$ cat src/rtl/xor_eval_pkg.sv
`default_nettype none
// ============================================================================
//  Module      : xor_eval_pkg
//  Description : Shared states, code constants and helpers for the XOR
//                network self-test sequencer.
//  Revision    : 1.0 - initial release
// ============================================================================
package xor_eval_pkg;

   typedef enum logic [2:0] {
      IDLE   = 3'd0,
      NN_RST = 3'd1,
      SETTLE = 3'd2,
      SAMPLE = 3'd3,
      DONE   = 3'd4
   } state_e;

   localparam int NUM_VECTORS = 4;

   localparam logic [1:0] CODE_CLASS0 = 2'b01;
   localparam logic [1:0] CODE_CLASS1 = 2'b10;

   function automatic logic is_onehot2(input logic [1:0] code);
      return (code == CODE_CLASS0) || (code == CODE_CLASS1);
   endfunction

endpackage
`default_nettype wire

$ cat src/rtl/xor_eval_sequencer_scoreboard.sv
`default_nettype none
// ============================================================================
//  Module      : xor_eval_scoreboard
//  Description : Scores one sampled network result per sample_en pulse and
//                accumulates pass count, per-vector mask and invalid flag.
//  Revision    : 1.0 - initial release
// ============================================================================
module xor_eval_scoreboard
   import xor_eval_pkg::*;
(
   input  logic       clk,
   input  logic       reset,
   input  logic       clear,
   input  logic       sample_en,
   input  logic [1:0] idx,
   input  logic [1:0] predicted,
   input  logic [1:0] expected,
   output logic [2:0] pass_count,
   output logic [3:0] result_mask,
   output logic       invalid_seen
);

   logic [2:0] pass_count_q, pass_count_d;
   logic [3:0] result_mask_q, result_mask_d;
   logic       invalid_seen_q, invalid_seen_d;
   logic       vec_pass;

   always_comb begin
      vec_pass       = (predicted == expected) && is_onehot2(predicted);
      pass_count_d   = pass_count_q;
      result_mask_d  = result_mask_q;
      invalid_seen_d = invalid_seen_q;
      if (clear) begin
         pass_count_d   = 3'd0;
         result_mask_d  = 4'd0;
         invalid_seen_d = 1'b0;
      end else if (sample_en) begin
         if (vec_pass) begin
            // Saturate so a stray extra sample can never wrap the count.
            if (pass_count_q != 3'(NUM_VECTORS)) begin
               pass_count_d = pass_count_q + 3'd1;
            end
            result_mask_d[idx] = 1'b1;
         end
         if (!is_onehot2(predicted)) begin
            invalid_seen_d = 1'b1;
         end
      end
   end

   always_ff @(posedge clk) begin
      if (reset) begin
         pass_count_q   <= 3'd0;
         result_mask_q  <= 4'd0;
         invalid_seen_q <= 1'b0;
      end else begin
         pass_count_q   <= pass_count_d;
         result_mask_q  <= result_mask_d;
         invalid_seen_q <= invalid_seen_d;
      end
   end

   assign pass_count   = pass_count_q;
   assign result_mask  = result_mask_q;
   assign invalid_seen = invalid_seen_q;

endmodule
`default_nettype wire

$ cat src/rtl/xor_eval_sequencer.sv
`default_nettype none
// ============================================================================
//  Module      : xor_eval_sequencer
//  Description : Sweeps the four XOR vectors through the network, waits out
//                the pipeline latency and scores each result.
//                XOR_EVAL_LOOP_EN: continuous sweeps with run/fail counters.
//  Revision    : 1.0 - initial release
// ============================================================================
module xor_eval_sequencer
   import xor_eval_pkg::*;
#(
   parameter int SETTLE_CYCLES = 100
) (
   input  logic        clk,
   input  logic        reset,
   input  logic        start,
   input  logic [1:0]  predicted,
   input  logic [1:0]  expected,
   output logic        x_input,
   output logic        y_input,
   output logic        nn_reset,
   output logic        busy,
   output logic        done,
   output logic [2:0]  pass_count,
   output logic [3:0]  result_mask,
   output logic        invalid_seen
`ifdef XOR_EVAL_LOOP_EN
   ,
   output logic [15:0] run_count,
   output logic [15:0] fail_runs
`endif
);

   localparam int CNT_W = (SETTLE_CYCLES > 1) ? $clog2(SETTLE_CYCLES) : 1;
   localparam logic [CNT_W-1:0] SETTLE_LAST = CNT_W'(SETTLE_CYCLES - 1);
   localparam logic [1:0]       IDX_LAST    = 2'(NUM_VECTORS - 1);

   state_e           state_q, state_d;
   logic [1:0]       idx_q, idx_d;
   logic [CNT_W-1:0] settle_cnt_q, settle_cnt_d;
   logic             sb_clear;
   logic             sb_sample;

   always_comb begin
      state_d      = state_q;
      idx_d        = idx_q;
      settle_cnt_d = settle_cnt_q;
      sb_clear     = 1'b0;
      case (state_q)
         IDLE: begin
            if (start) begin
               idx_d    = 2'd0;
               sb_clear = 1'b1;
               state_d  = NN_RST;
            end
         end
         NN_RST: begin
            settle_cnt_d = '0;
            state_d      = SETTLE;
         end
         SETTLE: begin
            if (settle_cnt_q == SETTLE_LAST) begin
               state_d = SAMPLE;
            end else begin
               settle_cnt_d = settle_cnt_q + 1'b1;
            end
         end
         SAMPLE: begin
            if (idx_q == IDX_LAST) begin
               state_d = DONE;
            end else begin
               idx_d   = idx_q + 2'd1;
               state_d = NN_RST;
            end
         end
         DONE: begin
`ifdef XOR_EVAL_LOOP_EN
            idx_d    = 2'd0;
            sb_clear = 1'b1;
            state_d  = NN_RST;
`else
            if (start) begin
               idx_d    = 2'd0;
               sb_clear = 1'b1;
               state_d  = NN_RST;
            end
`endif
         end
         default: state_d = IDLE;
      endcase
   end

   always_ff @(posedge clk) begin
      if (reset) begin
         state_q      <= IDLE;
         idx_q        <= 2'd0;
         settle_cnt_q <= '0;
      end else begin
         state_q      <= state_d;
         idx_q        <= idx_d;
         settle_cnt_q <= settle_cnt_d;
      end
   end

   // idx only moves on the NN_RST entry edge, so x/y are stable per vector.
   assign busy      = (state_q == NN_RST) || (state_q == SETTLE) || (state_q == SAMPLE);
   assign nn_reset  = (state_q == NN_RST);
   assign done      = (state_q == DONE);
   assign x_input   = busy & idx_q[0];
   assign y_input   = busy & idx_q[1];
   assign sb_sample = (state_q == SAMPLE);

   xor_eval_scoreboard u_scoreboard (
      .clk          (clk),
      .reset        (reset),
      .clear        (sb_clear),
      .sample_en    (sb_sample),
      .idx          (idx_q),
      .predicted    (predicted),
      .expected     (expected),
      .pass_count   (pass_count),
      .result_mask  (result_mask),
      .invalid_seen (invalid_seen)
   );

`ifdef XOR_EVAL_LOOP_EN
   logic [15:0] run_count_q, run_count_d;
   logic [15:0] fail_runs_q, fail_runs_d;

   // DONE lasts one cycle in loop mode, so results are final exactly then.
   always_comb begin
      run_count_d = run_count_q;
      fail_runs_d = fail_runs_q;
      if (state_q == DONE) begin
         if (run_count_q != 16'hFFFF) begin
            run_count_d = run_count_q + 16'd1;
         end
         if ((pass_count != 3'(NUM_VECTORS)) && (fail_runs_q != 16'hFFFF)) begin
            fail_runs_d = fail_runs_q + 16'd1;
         end
      end
   end

   always_ff @(posedge clk) begin
      if (reset) begin
         run_count_q <= 16'd0;
         fail_runs_q <= 16'd0;
      end else begin
         run_count_q <= run_count_d;
         fail_runs_q <= fail_runs_d;
      end
   end

   assign run_count = run_count_q;
   assign fail_runs = fail_runs_q;
`endif

endmodule
`default_nettype wire
$ cat config.mk
export PLATFORM = sky130hd
export DESIGN_NAME = xor_eval_sequencer
export DESIGN_NICKNAME = d
export VERILOG_FILES = /design/src/rtl/xor_eval_pkg.sv /design/src/rtl/xor_eval_sequencer_scoreboard.sv /design/src/rtl/xor_eval_sequencer.sv
export SDC_FILE = /design/constraint.sdc
export NUM_CORES = 1
export LEC_CHECK = 0
export ABC_CLOCK_PERIOD_IN_PS = 1650
export CAP_MARGIN = 20
export CORE_ASPECT_RATIO = 0.8
export CORE_MARGIN = 4
export CORE_UTILIZATION = 40
export CTS_CLUSTER_SIZE = 10
export DETAILED_ROUTE_END_ITERATION = 16
export SLEW_MARGIN = 25
export SYNTH_ARGS = -nofsm -noshare
export SYNTH_HDL_FRONTEND = slang
export SYNTH_SLANG_ARGS = --single-unit
$ cat constraint.sdc
create_clock -name clk -period 1.65 [get_ports clk]
set_input_delay 0.2475 -clock clk [delete_from_list [all_inputs] [get_ports clk]]
set_output_delay 0.2475 -clock clk [all_outputs]
set_load 0.01 [all_outputs]
== Word level (Yosys, flattened, before mapping) ==
Index checks and enable logic that the tools add are counted.

* Add/subtract/negate cells: 3
* Order comparisons: 2
* Equality and inequality tests: 14
* Muxes and demuxes: 13
* Bitwise logic cells: 4
* Reduce and logical (&&, ||, !) cells: 16

{| class="wikitable"
|+ Operator list
! cell !! count
|-
| case mux 7 bit (2 select lines) || 1
|-
| case mux 3 bit (4 select lines) || 1
|-
| two-way mux 3 bit || 3
|-
| AND reduction 2 bit || 4
|-
| adder 7 x 1 -> 7 bit, second input constant || 1
|-
| == test 7 bit, second input constant || 1
|-
| two-way mux 7 bit || 1
|-
| == test 3 x 2 -> 1 bit, second input constant || 2
|-
| != test 2 bit, second input constant || 3
|-
| AND reduction 3 bit || 2
|-
| == test 2 bit, second input constant || 2
|-
| two-way mux 2 bit || 2
|-
| OR 4 bit || 1
|-
| case mux 2 bit (2 select lines) || 1
|-
| nonzero test 2 bit || 2
|-
| OR reduction 2 bit || 2
|-
| adder 3 x 1 -> 3 bit, second input constant || 1
|-
| == test 3 x 1 -> 1 bit, second input constant || 1
|-
| == test 3 bit, second input constant || 1
|-
| logical NOT 3 bit || 1
|-
| logical OR 1 bit || 3
|-
| < comparator 2 x 3 -> 1 bit, second input constant || 1
|-
| two-way mux 1 bit || 3
|-
| != test 3 bit, second input constant || 1
|-
| other kinds (9) || 11
|}

* Register bits: 20
* Input port bits: 7
* Output and inout bits: 13
* Logic and storage cells: 58

== Depth between registers and ports, before layout ==
* Depth after elaboration: 5
* Mapped depth: 5
* Mapped depth without buffers: 5

== Cells and area by module ==
A second synthesis with hierarchy kept.

* Cell total of the unflattened synthesis: 125
* Area, all modules: 1073.5 um^2

{| class="wikitable"
|+ By module, submodules not included
! module !! times used !! cells an instance !! area an instance (um^2) !! sequential area each (um^2)
|-
| xor_eval_sequencer || 1 || 83 || 665.6 || 240.2
|-
| xor_eval_scoreboard || 1 || 42 || 407.9 || 160.2
|}

== Worst setup path before layout ==
Ideal clock, no wire load.

* Path kind: register to register
* Start: register state_q[0]
* End: register settle_cnt_q[3]
* Setup time: 70 ps
* Data arrival time: 1434 ps
* Required time: 1580 ps
* Setup slack: 147 ps
* Cell stages (with the launch flop): 5
* Buffers on the path: 0
* Period minus slack after synthesis: 1503 ps
* Path through: dfxtp_1 -> and2b_1 -> a311o_1 -> or3_1 -> a21oi_1

* Cells in the longest elaborated chain, start to end: 3
* Elaborated cells between the ends (all ways): 6
* Those cells by class: eq/ne (3); mux (1); reduce/logical (2)

{| class="wikitable"
|+ Ends and longest elaborated chain
! element !! line !! RTL
|-
| start: declaration || xor_eval_sequencer.sv:38 || <nowiki>state_e state_q, state_d;</nowiki>
|-
| start signal: assignment || xor_eval_sequencer.sv:99 || <nowiki>state_q <= state_d;</nowiki>
|-
| == test 3 x 2 -> 1 bit or == test 3 x 1 -> 1 bit (tied branches) || xor_eval_sequencer.sv:49 || <nowiki>case (state_q)</nowiki>
|-
| != test 2 bit (no source line) or nonzero test 2 bit (tied branches) || - ||
|-
| AND reduction 2 bit (no source line) || - ||
|-
| end signal: assignment || xor_eval_sequencer.sv:101 || <nowiki>settle_cnt_q <= settle_cnt_d;</nowiki>
|-
| end: declaration || xor_eval_sequencer.sv:40 || <nowiki>logic [CNT_W-1:0] settle_cnt_q, settle_cnt_d;</nowiki>
|}

Several ways; a longest one is shown, not always the timed one.
A chain may end at the register's enable or synchronous reset.

== Worst setup path in the final report ==
* Start: register state_q[0]
* End: register settle_cnt_q[4]

The elaborated chain is that of the path after synthesis.

==> results_dict.tcl <==
set metrics [dict create \
    status "complete, no violations" \
    setup_viol 0 \
    drtPass1Iterations 4 \
    diodes 0 \
    remaining_drc_errors 0 \
    ys_types 37 \
    pin_count 20 \
    dpl_cell_area_mm2 0.00140 \
    ff2ff_path_depth 4 \
    crit_path_start "state_q[0]$_SDFFE_PP0P_" \
    worst_setup_path_end_kind "flop" \
    synthesis.nets 139 \
    critPathLaunchType "flop" \
    fin_skew_ns 0.0102 \
    via_per_inst 4.99 \
    total_power_w 0.00137 \
    port_buffers 19 \
    crit_type "flop to flop" \
    synth_seq_cells 20 \
    htreeDepth 1 \
    synth_edf_count 0 \
    final_area_mm2 0.00147 \
    cts_buffers 3 \
    slew_headroom_pct 75.4 \
    drive_gt1_share_pct 21.4 \
    cts_buffer_depth 2 \
    vias 974 \
    max_slew.worst_pin.slew_ns 0.360 \
    cts.clk_slew.worst_paths_ns 0.12 \
    wl_um 2560 \
    core-area_mm2 0.00248 \
    numClockSinks 20 \
    die_area_mm2 0.00352 \
    netlist_area_mm2 0.00105 \
    ant_nets 0 \
    rows 16 \
    post_cts_buffers 0 \
    hold_depth 2 \
    finalNetCount 174 \
    fin_ws_ns 0.0461 \
    dp_hpwl_um 2060 \
    power.density_mw_per_mm2 927 \
    cts_tree "built" \
    place_ws_ns -0.0114 \
    rsz0062_at_grt "true" \
    finalCriticalPeriod_ns 1.60 \
    synth_top_cell_by_area "dfxtp_1" \
    grt.overflow.total 0 \
    cp.required_ns 1.90 \
    area_delta_synth_final_pct 40.2 \
    antenna_found_initial 0 \
    start_util_pct 42.3 \
    min-delay-start "u_scoreboard.result_mask[1]$_SDFFE_PP0P_" \
    grt_pass1_wl_um 4370 \
    die_w_um 65.3 \
    hold_path.class "flop to flop" \
    clk_latency_ns 0.31 \
    root_buffer "clkbuf_4" \
    async_flop_share_pct 0 \
    period_share_pct 97.2 \
    slew_viol_final 0 \
    rr_startpoint "state_q[0]$_SDFFE_PP0P_" \
    ys_seq_area_share_pct 38.1 \
    ctsHoldBuffers 0 \
    cap_violations 0 \
    r2r_slack_ns 0.05 \
    track_usage_pct 16.3 \
    grt_max_degree 13 \
    irDropWorstVdd_uv 520 \
    die_h_um 53.8 \
    power.leakage_nw 0.597 \
    place.gp.congestion 0.821 \
    arrival_ns 1.85 \
    synth.avg_cell_area_um2 8.41 \
    synthCells 125 \
    hold_viol 0 \
    drt-initial-drc-count 36 \
    synth_top_cell_area_share_pct 38.1 \
    ys_top_cells_by_count "dfxtp_1, nor2_1, a21oi_1" \
    finalNonFillerCells 195 \
    yosysWarnings 0 \
    synth_most_common_cell "dfxtp_1" \
    dpl.cell_count 192 \
    synth_area_leaders "dfxtp_1, ha_1, a21oi_1" \
    grt_pass1_vias 975 \
    max_freq_ghz 0.623 \
    wl_per_cell_um 13.1 \
    ys.flop_type "dfxtp_1" \
    holdWs_ns 0.479 \
    cp_max_fo 6 \
]
## area by class of cell
cell class,count,area (um^2)
clock buffer,3,22.5
sequential,20,413
inverter,5,18.8
multi-input combinational,95,641
clock inverter,1,30.0
timing repair buffer,35,304
tap,36,45.0
fill,252,1010
## placed cells by master, fill, tap and decap left out, types with 4 or more instances in the layout
| master | n |
|---|---|
| dfxtp_1 | 14 |
| ha_1 | 7 |
| a21oi_1 | 11 |
| nor2_1 | 15 |
| buf_4 | 16 |
| nand2_1 | 8 |
| dfxtp_2 | 4 |
| inv_1 | 5 |
| dlygate4sd2_1 | 5 |
| nor3_1 | 5 |
| clkdlybuf4s50_1 | 14 |
| o21ai_0 | 4 |
## worst paths after layout
| kind | end |
|---|---|
| min | u_scoreboard.result_mask[1]$_SDFFE_PP0P_ |
| max | settle_cnt_q[4]$_SDFFE_PP0P_ |
| max reg2reg | settle_cnt_q[4]$_SDFFE_PP0P_ |
| min reg2reg | u_scoreboard.result_mask[1]$_SDFFE_PP0P_ |
## sequential cells by signal, summed over array words and instances (netlist names)
name	flops
settle_cnt_q	7
state_q	3
idx_q	2
u_scoreboard.invalid_seen	1
u_scoreboard.pass_count	3
u_scoreboard.result_mask	4
## logic make-up after synthesis
| family | after synthesis | synth area share [%] |
|---|---|---|
| buf+inv | 10 | 3.57 |
| flops | 20 | 38.1 |
| mux | 3 | 2.86 |
| fa+ha+maj | 7 | 8.33 |
| compound gates | 24 | 13.8 |
| xor+xnor | 4 | 3.33 |
| simple gates | 57 | 30.0 |
## power breakdown
| group | total, W | internal [W] | switching [W] |
|---|---|---|---|
| logic | 0.000398 | 0.000199 | 0.000200 |
| registers | 0.000564 | 0.000520 | 0.0000438 |
| clock network | 0.000404 | 0.000246 | 0.000158 |
## stage by stage
stage | util (%) | TNS [ns]
6_report | 59.4 | 0
5_1_grt | 59.4 | -0.00337
4_1_cts | 58.8 | 0
3_5_place_dp | 56.2 | -0.0114
3_3_place_gp | 56.2 | 0
2_1_floorplan | - | 0
## critical path, cell delays in order, from the launching register on
cell and delay [ns]:
dfxtp_4 0.41, and2b_1 0.20, a311o_1 0.39, or3_4 0.41
a21oi_2 0.13
## routing by layer
metal | wire (um) | vias up | global-route usage (%)
met3 | 79 | 2 | 4.38
met5 | 0 | - | 0
met4 | 8 | 0 | 3.10
li1 | - | 508 | -
met1 | 1330 | 449 | 22.0
met2 | 1150 | 15 | 26.4
## repair_timing
action                     4_1_cts  5_1_grt
resized for setup               12        7
pin swaps                        0        3
setup endpoints to repair        6        4
Note: power is estimated with default switching activity, not from simulation.
